==> config.mk <==
export PLATFORM = sky130hd
export DESIGN_NAME = vga_sync_decoder
export DESIGN_NICKNAME = d
export VERILOG_FILES = /design/src/rtl/vga_pkg.sv /design/src/rtl/edge_detect.sv /design/src/rtl/vga_sync_decoder.sv
export SDC_FILE = /design/constraint.sdc
export NUM_CORES = 1
export LEC_CHECK = 0
export BUFFER_PORTS_ARGS = -buffer_cell sky130_fd_sc_hd__buf_2
export CORE_ASPECT_RATIO = 2
export CORE_MARGIN = 10
export CORE_UTILIZATION = 59
export CTS_CLUSTER_SIZE = 25
export DETAILED_ROUTE_END_ITERATION = 8
export GPL_TIMING_DRIVEN = 0
export PLACE_DENSITY = 0.83
export SLEW_MARGIN = 30
export SYNTH_ARGS = -nofsm -noshare
export SYNTH_HDL_FRONTEND = slang
export SYNTH_SLANG_ARGS = --single-unit
==> constraint.sdc <==
create_clock -name clk -period 5.2 [get_ports clk]
set_clock_uncertainty 0.05 [all_clocks]
set_input_delay 1.04 -clock clk [delete_from_list [all_inputs] [get_ports clk]]
set_output_delay 1.04 -clock clk [all_outputs]
set_load 0.03 [all_outputs]
==> src/rtl/vga_pkg.sv <==
// Shared VGA timing defaults, counter types and sync FSM states.
// Used by the sync decoder and the sync pulse generator.
package vga_pkg;

  localparam int CNT_W = 10;
  localparam int GOOD_W = 4;

  localparam int DEF_TOTAL_COLS = 800;
  localparam int DEF_TOTAL_ROWS = 525;
  localparam int DEF_ACTIVE_COLS = 640;
  localparam int DEF_ACTIVE_ROWS = 480;
  localparam int DEF_LOCK_FRAMES = 2;

  typedef logic [CNT_W-1:0] cnt_t;

  typedef struct packed {
    cnt_t col;
    cnt_t row;
  } pos_t;

  typedef enum logic [1:0] {
    ST_UNLOCKED = 2'd0,
    ST_ACQUIRE  = 2'd1,
    ST_LOCKED   = 2'd2
  } sync_state_e;

  function automatic cnt_t wrap_inc(
    input cnt_t v,
    input cnt_t max
  );
    return (v == max) ? '0 : v + cnt_t'(1);
  endfunction

endpackage

==> src/rtl/edge_detect.sv <==
// Registered rising-edge detector: q is d delayed one cycle,
// rise is high while d is high and q is still low.
module edge_detect (
  input  logic clk,
  input  logic rst_n,
  input  logic d,
  output logic q,
  output logic rise
);

  always_ff @(posedge clk) begin
    if (!rst_n) begin
      q <= 1'b0;
    end else begin
      q <= d;
    end
  end

  assign rise = d & ~q;

endmodule

==> src/rtl/vga_sync_decoder.sv <==
// Recovers col/row from active-high HSync/VSync, flags timing errors
// and tracks lock. Ports: clk, rst_n, HSync, VSync in; HSync_o,
// VSync_o, col, row, video_active, frame_start, locked, sync_err out.
module vga_sync_decoder
  import vga_pkg::*;
#(
  parameter int TOTAL_COLS  = DEF_TOTAL_COLS,
  parameter int TOTAL_ROWS  = DEF_TOTAL_ROWS,
  parameter int ACTIVE_COLS = DEF_ACTIVE_COLS,
  parameter int ACTIVE_ROWS = DEF_ACTIVE_ROWS,
  parameter int LOCK_FRAMES = DEF_LOCK_FRAMES
) (
  input  logic             clk,
  input  logic             rst_n,
  input  logic             HSync,
  input  logic             VSync,
  output logic             HSync_o,
  output logic             VSync_o,
  output logic [CNT_W-1:0] col,
  output logic [CNT_W-1:0] row,
  output logic             video_active,
  output logic             frame_start,
  output logic             locked,
  output logic             sync_err
);

  localparam cnt_t COL_MAX = cnt_t'(TOTAL_COLS - 1);
  localparam cnt_t ROW_MAX = cnt_t'(TOTAL_ROWS - 1);
  localparam cnt_t ACT_C = cnt_t'(ACTIVE_COLS);
  localparam cnt_t ACT_R = cnt_t'(ACTIVE_ROWS);
  localparam logic [GOOD_W-1:0] LOCK_N =
    GOOD_W'(LOCK_FRAMES);

  logic hs_q;
  logic vs_q;
  logic hs_rise;
  logic vs_rise;
  logic hs_only;
  logic free_run;

  edge_detect u_hs_edge (
    .clk  (clk),
    .rst_n(rst_n),
    .d    (HSync),
    .q    (hs_q),
    .rise (hs_rise)
  );

  edge_detect u_vs_edge (
    .clk  (clk),
    .rst_n(rst_n),
    .d    (VSync),
    .q    (vs_q),
    .rise (vs_rise)
  );

  assign hs_only  = hs_rise & ~vs_rise;
  assign free_run = ~hs_rise & ~vs_rise;

  pos_t pos_q;
  pos_t pos_d;
  logic col_end;
  logic frame_end;
  logic err_d;
  logic first_q;

  assign col_end   = (pos_q.col == COL_MAX);
  assign frame_end = col_end && (pos_q.row == ROW_MAX);

  // VSync rise wins over HSync rise. Any path that wraps the
  // counters out of the last pixel without a VSync rise is an
  // error, including an HSync-driven row wrap.
  always_comb begin
    pos_d = pos_q;
    err_d = 1'b0;
    unique case (1'b1)
      vs_rise: begin
        pos_d = '0;
        err_d = ~frame_end & ~first_q;
      end
      hs_only: begin
        pos_d.col = '0;
        pos_d.row = wrap_inc(pos_q.row, ROW_MAX);
        err_d = ~col_end | frame_end;
      end
      free_run: begin
        pos_d.col = wrap_inc(pos_q.col, COL_MAX);
        if (col_end) begin
          pos_d.row = wrap_inc(pos_q.row, ROW_MAX);
        end
        err_d = frame_end;
      end
      default: ;
    endcase
  end

  sync_state_e state_q;
  sync_state_e state_d;
  logic [GOOD_W-1:0] good_q;
  logic [GOOD_W-1:0] good_d;
  logic [GOOD_W-1:0] good_inc;
  logic bad_q;
  logic bad_d;

  assign good_inc = good_q + GOOD_W'(1);

  // bad_q remembers an error anywhere in the current frame so the
  // VSync rise that closes it is not counted as good.
  always_comb begin
    state_d = state_q;
    good_d  = good_q;
    bad_d   = vs_rise ? 1'b0 : (bad_q | err_d);
    unique case (state_q)
      ST_UNLOCKED: begin
        if (vs_rise) begin
          state_d = ST_ACQUIRE;
          good_d  = '0;
        end
      end
      ST_ACQUIRE: begin
        if (vs_rise && !err_d && !bad_q) begin
          good_d = good_inc;
          if (good_inc == LOCK_N) begin
            state_d = ST_LOCKED;
          end
        end else if (vs_rise || err_d) begin
          good_d = '0;
        end
      end
      ST_LOCKED: begin
        if (err_d) begin
          state_d = ST_ACQUIRE;
          good_d  = '0;
        end
      end
      default: begin
        state_d = ST_UNLOCKED;
        good_d  = '0;
      end
    endcase
  end

  logic va_q;
  logic fs_q;
  logic err_q;
  logic lock_q;

  always_ff @(posedge clk) begin
    if (!rst_n) begin
      pos_q   <= '0;
      first_q <= 1'b1;
      state_q <= ST_UNLOCKED;
      good_q  <= '0;
      bad_q   <= 1'b0;
      va_q    <= 1'b0;
      fs_q    <= 1'b0;
      err_q   <= 1'b0;
      lock_q  <= 1'b0;
    end else begin
      pos_q   <= pos_d;
      if (vs_rise) begin
        first_q <= 1'b0;
      end
      state_q <= state_d;
      good_q  <= good_d;
      bad_q   <= bad_d;
      va_q    <= (pos_d.col < ACT_C) &&
                 (pos_d.row < ACT_R);
      fs_q    <= vs_rise;
      err_q   <= err_d;
      lock_q  <= (state_d == ST_LOCKED);
    end
  end

  assign HSync_o      = hs_q;
  assign VSync_o      = vs_q;
  assign col          = pos_q.col;
  assign row          = pos_q.row;
  assign video_active = va_q;
  assign frame_start  = fs_q;
  assign sync_err     = err_q;
  assign locked       = lock_q;

endmodule

==> summary.txt <==
Status
  • Status: finished clean

Worst setup path
  • CP max-delay cell: a211oi_2
  • Critical R2R Launch: col[0]
  • Worst EP required: about 5.3 ns
  • CP startpoint: col[0]
  • Crit Path Max Fanout: 8
  • Worst path cell trace: ha_1 -> and4_1 -> buf_6 -> nand4_2 -> a211oi_2 -> a21oi_1 -> nor3_1 -> a211oi_1
  • End of the worst register-to-register path: video_active
  • Path depth of the worst reg2reg path: 8
  • Critical path launch point type: register
  • Critical setup path kind: reg -> reg
  • Arrival time worst endpoint: 2.51 ns
  • Crit path largest cell delay: 0.57 ns
  • Internal reg-to-reg setup slack: 2.80 ns
  • Crit. End Element: register

Global routing
  • GR Overflow Total: 0
  • Initial antenna violation count: 0
  • Global-route wire length before repair: 7210 um
  • Largest net degree at the start of global routing: 11
  • GRT Total Usage: 15.34%
  • Vias in the first global route: approximately 1600

Yosys
  • Register area share after synthesis: 38.64%
  • Simple-gate share of the synthesized area: 28.48%
  • Netlist cell types: 53
  • Area leader, netlist: dfxtp_1
  • Synth async-reset ratio: 0%
  • Adder-cell area share of the yosys netlist: under 10%
  • Synth Warn #: 0
  • Seq cells post-synth: 34
  • Post-synth top area share: between 30% and 40%
  • Syn_nets: around 200
  • XOR/XNOR Fraction of Synth Area: about 6.5%
  • Post-synth top flop: dfxtp_1
  • Largest family of logic cells by synthesized area: simple AND/OR/NAND/NOR gates
  • Synth Area per Inst: 9.175 um^2
  • Netlist Area Pre-Place: ~1800 um^2
  • Count leader, synth: dfxtp_1
  • Mux share of post-synthesis cell area: 2.415%
  • Synth cell count leaders: dfxtp_1 (34), nand2_1 (14), nor2_1 (13), nand3_1 (11)
  • Synth Instances: roughly 190
  • Largest cells by area after synthesis: dfxtp_1 (39%), ha_1 (3.6%), xor2_1 (3.5%)
  • EDFF count, synth: 0
  • Synth Area in Compound Gates: 17.19%

Clocking
  • Sink Count: 34
  • H-tree lvl count: 2
  • Num CTS Buffers: 5
  • CTS max path bufs: 2
  • Hold Buf Count CTS: 0
  • Clock Latency Late Sink: approximately 0.29 ns
  • CTS root buf: clkbuf_8
  • Post-CTS setup buffers: 0
  • Clk slew on worst S/H paths: 0.08 ns
  • # resized after CTS: 0
  • CTS tree: yes

STA
  • Max Fclk: ~420 MHz
  • Max-slew violation count: 0
  • Crit share post-route: 46.19%
  • Setup TNS: 0 ns
  • Final setup viols: 0
  • Slew @ Worst Pin: 0.5869 ns
  • Unrepaired setup endpoints after global routing: false
  • Hold_ws: 0.4105 ns
  • Post-layout min period: 2.402 ns
  • Rel. slew slack: around 60%
  • Final Hold Viols: 0
  • Fin worst setup slack: 2.798 ns

Run
  • Max-capacitance violation count: 0

Floorplanning
  • Die width: 58.64 um
  • Rows: 28
  • Initial core utilization: 60.59%
  • Core Box Area: 2908 um^2
  • Ports: 30
  • Die area: 5704 um^2
  • Die H: 97.28 um

Final layout
  • Antenna cells: 0
  • Share of cells above drive strength 1: 21.93%
  • Fillcell total: 244
  • Synthesis-to-finish area growth: 14.84%
  • Nets: 237

Route
  • DRT Wirelength: approximately 4200 um
  • Initial DRC Count: 22
  • Drt drc: 0
  • Wire per inst: 16.37 um
  • Total number of vias: 1575
  • Antenna-violating nets left: 0
  • Vias per inst: slightly above 6
  • Drt first pass iters: 4

Power and ir drop
  • Pleak: 0.8806 nW
  • Pwr per Cell Area: 249.3 nW/um^2
  • Worst IR Drop VDD: roughly 200 uV

Place
  • I/O Buffers: 29
  • HPWL after detailed placement: 3262 um
  • Gpl congestion: 0.8666
  • Pre-CTS setup slack: 2.559 ns

Worst hold path
  • HP Class: reg -> reg
  • Hold wc startpoint: first_q
  • Hold EP: first_q
  • Hold path depth: 2
-- stage by stage --
step | instance area, um^2 | power (mW) | cells | util [%]
2_1_floorplan | 1762 | 0.3107 | 192 | -
3_3_place_gp | 1944 | 0.3225 | 251 | 66.87
3_5_place_dp | 1944 | 0.3243 | 251 | 66.87
4_1_cts | 2023 | 0.5051 | 258 | 69.58
5_1_grt | 2023 | 0.5212 | 258 | 69.58
6_report | 2023 | 0.5044 | 258 | 69.58
-- report_power, final --
part	internal (mW)	switching, mW	total [mW]
logic	0.0168	0.0303	0.0472
clock network	0.0898	0.0961	0.186
registers	0.266	0.00519	0.271
-- logic make-up after synthesis --
kind of cell	Yosys count
xor gates and xnor gates	13
AOI/OAI and AO/OA	41
DFF	34
buffers and inverters	12
adders and majority gates	5
and+or+nand+nor	83
muxes	4
-- placed cells by master, fill, tap and decap left out, types with 2 or more instances in the layout --
| cell type | instances |
|---|---|
| and2_1 | 8 |
| and3b_1 | 2 |
| a22o_1 | 3 |
| ha_1 | 5 |
| a21boi_0 | 2 |
| nand3b_1 | 2 |
| o31ai_1 | 4 |
| inv_1 | 5 |
| clkinv_2 | 2 |
| a21oi_1 | 3 |
| nand3_1 | 11 |
| xnor2_1 | 6 |
| nor3_1 | 4 |
| nand2_1 | 14 |
| buf_2 | 30 |
| o21ai_1 | 2 |
| nor2_1 | 13 |
| clkbuf_1 | 4 |
| o21ai_0 | 7 |
| o21a_1 | 4 |
| o211ai_1 | 2 |
| clkbuf_8 | 5 |
| xor2_1 | 7 |
| and3_1 | 8 |
| nand2b_1 | 3 |
| nor2b_1 | 6 |
| mux2i_1 | 2 |
| dfxtp_1 | 34 |
| and4_1 | 4 |
-- area by class of cell --
| class | count | area (um^2) | area share (%) |
|---|---|---|---|
| clock buffer | 5 | 68.82 | 3.401 |
| clock inverter | 2 | 10.01 | 0.4947 |
| multi-input combinational | 146 | 1023 | 50.59 |
| sequential | 34 | 680.7 | 33.64 |
| inverter | 5 | 18.77 | 0.9276 |
| buffer | 7 | 38.79 | 1.917 |
| timing repair buffer | 29 | 145.1 | 7.174 |
| tap | 30 | 37.54 | 1.855 |
-- flip-flops by register name (all words and copies together), names as in the netlist --
signal and count:
bad_q 1, col 10, frame_start 1, row 10
u_vs_edge.q 1, sync_err 1, u_hs_edge.q 1, state_q 2
good_q 4, locked 1, video_active 1, first_q 1
-- critical path: cells and delay by family, from the launching register on --
| kind | cells | cell delay, ns |
|---|---|---|
| fa+ha+maj | 1 | 0.24 |
| flops | 1 | 0.39 |
| simple gates | 3 | 0.62 |
| buf+inv | 1 | 0.12 |
| compound gates | 3 | 0.85 |
-- worst max-delay path by stage --
stage / endpoint / cells after the start
final: video_active / 8
after global routing: video_active / 8
after CTS: video_active / 8
after detailed placement: video_active / 7
after global placement: video_active / 7
after floorplan: good_q[0] / 8
-- layer usage --
| layer | share of wire [%] | track usage [%] | up-vias |
|---|---|---|---|
| met5 | 0 | 0 | - |
| met2 | 59 | 27.94 | 43 |
| met4 | 2.1 | 7.638 | 0 |
| met3 | 5.7 | 5.105 | 9 |
| met1 | 34 | 14.05 | 763 |
| li1 | - | - | 760 |
No activity file was read; power rests on OpenSTA's default activity.
